## src/rtl/spwm_gate_driver.sv

```systemverilog
// Three-phase sinusoidal PWM gate driver.
// Triangular carrier, shadowed references, per-leg dead-time FSM.
module spwm_gate_driver #(
  parameter int DATA_W       = 12,
  parameter int CARRIER_PEAK = 4095,
  parameter int PRESCALE     = 1,
  parameter int DEADTIME     = 24
) (
  input  logic              clk,
  input  logic              rst,
  input  logic              enable,
  input  logic [DATA_W-1:0] ref_a,
  input  logic [DATA_W-1:0] ref_b,
  input  logic [DATA_W-1:0] ref_c,
  output logic [2:0]        gate_h,
  output logic [2:0]        gate_l,
  output logic [DATA_W-1:0] carrier,
  output logic              carrier_valley
);

  localparam int PW = (PRESCALE > 1) ? $clog2(PRESCALE) : 1;
  localparam int DW = $clog2(DEADTIME + 1);

  localparam logic [DATA_W-1:0] PEAK = DATA_W'(CARRIER_PEAK);
  localparam logic [DATA_W-1:0] ZERO = '0;
  localparam logic [DATA_W-1:0] ONE  = DATA_W'(1);
  localparam logic [DATA_W-1:0] MID  = {1'b1, {(DATA_W-1){1'b0}}};
  localparam logic [PW-1:0]     PLAST = PW'(PRESCALE - 1);
  localparam logic [DW-1:0]     DT_LOAD = DW'(DEADTIME - 1);

  typedef enum logic [1:0] {
    OFF = 2'd0,
    DT  = 2'd1,
    HI  = 2'd2,
    LO  = 2'd3
  } leg_t;

  logic [PW-1:0]     psc;
  logic              tick;
  logic [DATA_W-1:0] cnt;
  logic              dir_up;
  logic [DATA_W-1:0] refs [3];
  logic [DATA_W-1:0] u [3];
  logic [2:0]        cmd;
  leg_t              state [3];
  logic [DW-1:0]     dt [3];

  assign tick    = (psc == PLAST);
  assign carrier = cnt;
  assign refs[0] = ref_a;
  assign refs[1] = ref_b;
  assign refs[2] = ref_c;

  always_ff @(posedge clk or posedge rst) begin
    if (rst) begin
      psc            <= '0;
      cnt            <= '0;
      dir_up         <= 1'b1;
      carrier_valley <= 1'b0;
    end else begin
      psc            <= tick ? '0 : psc + 1'b1;
      carrier_valley <= tick && (cnt == ZERO);
      if (tick) begin
        if (dir_up && cnt == PEAK) begin
          dir_up <= 1'b0;
          cnt    <= PEAK - ONE;
        end else if (!dir_up && cnt == ZERO) begin
          dir_up <= 1'b1;
          cnt    <= ONE;
        end else if (dir_up) begin
          cnt <= cnt + ONE;
        end else begin
          cnt <= cnt - ONE;
        end
      end
    end
  end

  // Refs are only latched at the carrier turning points.
  always_ff @(posedge clk or posedge rst) begin
    if (rst) begin
      for (int i = 0; i < 3; i++) u[i] <= MID;
      cmd <= '0;
    end else begin
      for (int i = 0; i < 3; i++) begin
        cmd[i] <= (u[i] > cnt);
        if (tick && (cnt == ZERO || cnt == PEAK))
          u[i] <= refs[i] ^ MID;
      end
    end
  end

  always_ff @(posedge clk or posedge rst) begin
    if (rst) begin
      for (int i = 0; i < 3; i++) begin
        state[i] <= OFF;
        dt[i]    <= '0;
      end
      gate_h <= '0;
      gate_l <= '0;
    end else begin
      for (int i = 0; i < 3; i++) begin
        gate_h[i] <= 1'b0;
        gate_l[i] <= 1'b0;
        if (!enable) begin
          state[i] <= OFF;
        end else begin
          unique case (state[i])
            OFF: begin
              state[i] <= DT;
              dt[i]    <= DT_LOAD;
            end
            DT: begin
              if (dt[i] == '0) begin
                state[i]  <= cmd[i] ? HI : LO;
                gate_h[i] <= cmd[i];
                gate_l[i] <= !cmd[i];
              end else begin
                dt[i] <= dt[i] - 1'b1;
              end
            end
            HI: begin
              if (!cmd[i]) begin
                state[i] <= DT;
                dt[i]    <= DT_LOAD;
              end else begin
                gate_h[i] <= 1'b1;
              end
            end
            LO: begin
              if (cmd[i]) begin
                state[i] <= DT;
                dt[i]    <= DT_LOAD;
              end else begin
                gate_l[i] <= 1'b1;
              end
            end
            default: state[i] <= OFF;
          endcase
        end
      end
    end
  end

endmodule

```

## config.mk

```make
export PLATFORM = sky130hd
export DESIGN_NAME = spwm_gate_driver
export DESIGN_NICKNAME = d
export VERILOG_FILES = /design/src/rtl/spwm_gate_driver.sv
export SDC_FILE = /design/constraint.sdc
export NUM_CORES = 1
export LEC_CHECK = 0
export ABC_AREA = 1
export CORE_MARGIN = 4
export CORE_UTILIZATION = 41
export CTS_BUF_LIST = sky130_fd_sc_hd__clkbuf_4 sky130_fd_sc_hd__clkbuf_8
export DETAILED_ROUTE_END_ITERATION = 10
export GPL_ROUTABILITY_DRIVEN = 0
export PLACE_DENSITY = 0.67
export SETUP_SLACK_MARGIN = 0.2
export SYNTH_ARGS = -nofsm -noshare
export SYNTH_HDL_FRONTEND = slang
export SYNTH_SLANG_ARGS = --single-unit
export TNS_END_PERCENT = 20
```

## constraint.sdc

```tcl
create_clock -name clk -period 5.3 [get_ports clk]
set_input_delay 0.53 -clock clk [delete_from_list [all_inputs] [get_ports clk]]
set_output_delay 0.53 -clock clk [all_outputs]
set_load 0.02 [all_outputs]
```

Word level (Yosys, flattened, before mapping)
Index checks and enable logic that the tools add are counted.

word-level totals
  register bits = 81
  word-level logic and storage cells = 141
  output and inout bits = 19

cells by class
  mux-type cells = 60
  $lt $le $gt $ge = 3
  equality and inequality tests = 28
  bitwise logic cells = 4
  reductions and logical operators = 24
  add/sub/neg operators = 6

operators by type and width
  operator                                                              number
  5-bit one-hot mux with 4 select lines                                 3
  5-bit two-way mux                                                     9
  12-bit > comparator                                                   3
  12-bit two-way mux                                                    3
  3-bit != test, second input constant                                  9
  1-bit two-way mux                                                     24
  2-bit two-way mux                                                     12
  2-bit one-hot mux with 4 select lines                                 3
  2-bit != test, second input constant                                  9
  5-bit logical NOT                                                     3
  5-bit by 1-bit subtractor with 5-bit output, second input constant    3
  12-bit by 1-bit adder with 12-bit output, second input constant       1
  12-bit == test, second input constant                                 1
  2-bit == test, second input constant                                  6
  12-bit logical NOT                                                    1
  1-bit one-hot mux with 2 select lines                                 6
  4-bit AND reduction                                                   3
  12-bit by 1-bit subtractor with 12-bit output, second input constant  1
  3-bit AND reduction                                                   3
  2-bit by 1-bit == test with 1-bit output, second input constant       3
  2-bit logical NOT                                                     3
  1-bit logical AND                                                     4
  1-bit logical NOT                                                     4
  1-bit inverter                                                        4
  4 further kinds                                                       4

Longest topological paths before layout
  depth in word-level cells = 4
  gate-level depth with buffers = 11
  depth with buffers taken out = 11

Worst setup path before layout
OpenSTA, ideal clock, no wires.

  kind = register to register
  start point = register dir_up
  end point = register cnt[5], in the netlist carrier[5]
  data required time = 5.180 ns
  slack = 3.390 ns
  cell stages (with the launch flop) = 10
  clock period less this slack = 1.910 ns
  buffers on the path = 0
  data arrival time = 1.790 ns
  cells stage by stage = dfstp_2 -> inv_1 -> ha_1 -> nand2_1 -> nand3_1 -> nand2_1 -> nand2_1 -> or2_2 -> nand3_1 -> nand2_1

between the ends
  word-level cells in the longest chain between the ends = 4

ends and longest elaborated chain
  item                    RTL line  RTL
  from (decl)             41        logic dir_up;
  from (signal assigned)  58        dir_up <= 1'b1;
  from (signal assigned)  65        dir_up <= 1'b0;
  from (signal assigned)  68        dir_up <= 1'b1;
  1-bit logical NOT       67        end else if (!dir_up && cnt == ZERO) begin
  1-bit logical AND       67
  12-bit two-way mux      67
  12-bit two-way mux *    64        if (dir_up && cnt == PEAK) begin
  to (signal assigned)    66        cnt <= PEAK - ONE;
  to (signal assigned)    71        cnt <= cnt + ONE;
  to (signal assigned)    73        cnt <= cnt - ONE;
  to (decl)               40        logic [DATA_W-1:0] cnt;

Mark *: on every way between the ends. The rest lies on a longest branch, timed or not.
A chain may end at the register's enable or synchronous reset.

Worst setup path after layout
  start point = register cnt[0], in the netlist carrier[0]
  end point = register u[24] in the netlist's numbering

between the ends
  word-level cells in the longest chain between the ends = 3

ends and longest elaborated chain
  item                                                  RTL line  RTL
  12-bit == test or 12-bit logical NOT (tied branches)  87        if (tick && (cnt == ZERO || cnt == PEAK))
  1-bit logical OR *                                    87
  1-bit logical AND *                                   87
  to (signal, indexed assignment)                       88        u[i] <= refs[i] ^ MID;
  to (decl)                                             43        logic [DATA_W-1:0] u [3];

Marks and branches as above.

==> metrics <==
status completed; Slew Viols, Final 0; Critical Path AT 2.91 ns; CTS Root Cell clkbuf_8; Synth Net Count 741; element type at the critical path start register; All-Layer GR Usage 17.9%; clock net sink count 80; Slew @ Worst Pin 0.752 ns; vias in the first global route 4,425; crit path capture type register; wire length per cell 14.0 um; worst path required time 5.51 ns; Nets 798; Resize count post-CTS 0; total power draw 1.42 mW; worst reg2reg path endpoint u[24]; Bufs on Longest Clock Path 2; Post-CTS Setup Repair Bufs 0; # diodes 0; Fmax 371 MHz; via count 4,215; hold depth 1; # DRC 0; Worst Setup Path Type register to register; vias per inst 4.97; post-synthesis sequential area ratio 40.2%; Synthesis Warnings 0; cell count after synthesis 640; H-tree Lvls 3; DRT iter0 DRCs 173; GRT overflow 0; first-pass GRT wire length 20,400 um; CTS Buf Count 9; depth of the worst register-to-register path 5; setup tns final 0 ns; initial antenna violation count 0; setup-violating endpoint count in the final report 0; Final period util 50.9%; Rows 40; cell at the slowest stage of the critical path nand2_2; Starting Density 41.8%; Die Y 118 um; min-delay src dt[0]; power per cell area 240 nW/um^2; Place WS 2.59 ns; Main synth FF type dfrtp_1; cts hold-fix bufs 0; P&R area growth vs syn 18.7%; Filler cells 1,164; die area 14,000 um^2; post-synth cell types 30; unrepaired setup endpoints after global routing no; Die Wd 118 um; Hold Path Class register to register; Final Hold Viols 0; I/O Pins 58; antenna-violating nets left 0; CTS tree built; Max-slew headroom 49.8%; Setup Skew 0.00868 ns; CP max FO 39; Clk Latency, worst-skew pair 0.36 ns; Worst VDD drop 0.000160 V; setup ws final 2.60 ns; largest net degree at the start of global routing 45; number of max-cap violations 0; critical-path cell list inv_2 -> nor3_2 -> nand3_2 -> nand2_2 -> o21ai_0; Post-synth EDFFs 0; share of layout cells above drive strength 1 4.28%; Reg area 2010 um^2; Routed WL 11,900 um; worst r2r src carrier[0]; mean post-synth cell area 7.81 um^2; post-layout min period 2.70 ns; synthesized area 5000 um^2; slowest stage delay, CP 0.85 ns; fraction of registers with async set/reset 100%; multi-input logic area 2610 um^2; commonest non-fill, non-tap cell in the layout nand2_1; P_leak 3.05 nW; CTS clk-pin slew, worst paths 0.08 ns; R2R Setup Slk 2.60 ns; most frequent cells in the layout nand2_1, inv_1, dfrtp_1, nand3_1, ha_1; CORE AREA 12,000 um^2; Pre-Repair DR Iteration Count 4; Port Buffer Count 57; DP HPWL 8950 um; Yosys reg bits 80; Worst Hold End dt[0]
## kinds of logic (layout without fill, tap and decap cells)
logic type | count (synthesis) | in the layout | synth area share [%]
and+or+nand+nor | 320 | 320 | 26.9
AOI/OAI and AO/OA | 70 | 70 | 7.66
DFF | 80 | 80 | 40.2
buffers and inverters | 97 | 158 | 7.68
xor gates and xnor gates | 11 | 11 | 1.93
adders and majority gates | 62 | 62 | 15.7
## through the flow
| stage | utilization (%) | instance area, um^2 | hold WS [ns] | std cells |
|---|---|---|---|---|
| floorplan | - | 5000 | 0.440 | 640 |
| global placement | 47.6 | 5700 | 0.461 | 833 |
| detailed placement | 47.6 | 5700 | 0.463 | 833 |
| CTS | 49.6 | 5930 | 0.477 | 848 |
| global route | 49.6 | 5930 | 0.507 | 848 |
| finish | 49.6 | 5930 | 0.481 | 848 |
## synthesized netlist by cell type (3+ instances only)
master / n / area share, %
inv_1: 82 / 6.2
nand4_1: 11 / 1.4
o21a_1: 3 / 0.45
a22oi_1: 3 / 0.45
clkbuf_1: 7 / 0.53
o21ai_0: 31 / 3.1
nand3b_1: 3 / 0.45
xor2_1: 9 / 1.6
nand3_1: 61 / 6.1
nor2_1: 44 / 3.3
nor3_1: 3 / 0.30
dfstp_2: 4 / 2.1
nand2_1: 191 / 14
a21oi_1: 25 / 2.5
a211oi_1: 3 / 0.45
buf_2: 4 / 0.40
dfrtp_1: 76 / 38
or2_2: 3 / 0.38
ha_1: 61 / 15
## critical path, delay by kind of cell, from the launching register on
kind / cells / cell delay, ns
DFF: 1 / 0.58
buffers and inverters: 1 / 0.11
AOI/OAI and AO/OA: 1 / 0.16
and+or+nand+nor: 3 / 1.68
## per-layer routing
layer / track usage, % / wire length [um]
met1: 20.9 / 5230
met2: 32.0 / 5880
met3: 4.35 / 510
met4: 5.79 / 250
met5: 0 / 0
## cell type report
| cell class | instances | area share (%) |
|---|---|---|
| multi-input combinational | 463 | 44.0 |
| sequential | 80 | 33.8 |
| timing repair buffer | 59 | 9.87 |
| inverter | 84 | 5.32 |
| tap | 147 | 3.10 |
| clock buffer | 9 | 2.09 |
| clock inverter | 6 | 1.84 |
## power breakdown
part | switching (mW) | internal (mW) | leakage (nW)
Sequential | 0.0297 | 0.655 | 0.958
Clock | 0.224 | 0.309 | 0.119
Combinational | 0.117 | 0.0888 | 1.97
Total | 0.371 | 1.05 | 3.05
## worst max path at each step
stage,from,end,slack (ns)
2_1_floorplan,rst,carrier[0],2.72
3_3_place_gp,carrier[0],u[12],2.71
3_5_place_dp,carrier[0],u[24],2.59
4_1_cts,carrier[0],u[24],2.60
5_1_grt,carrier[0],u[12],2.35
6_report,carrier[0],u[24],2.60
## sequential cells by signal, summed over array words and instances (netlist names)
name,flops
dir_up,1
u,36
state,6
gate_l,3
gate_h,3
dt,15
cmd,3
carrier,12
carrier_valley,1
(Power assumes the default switching activity.)
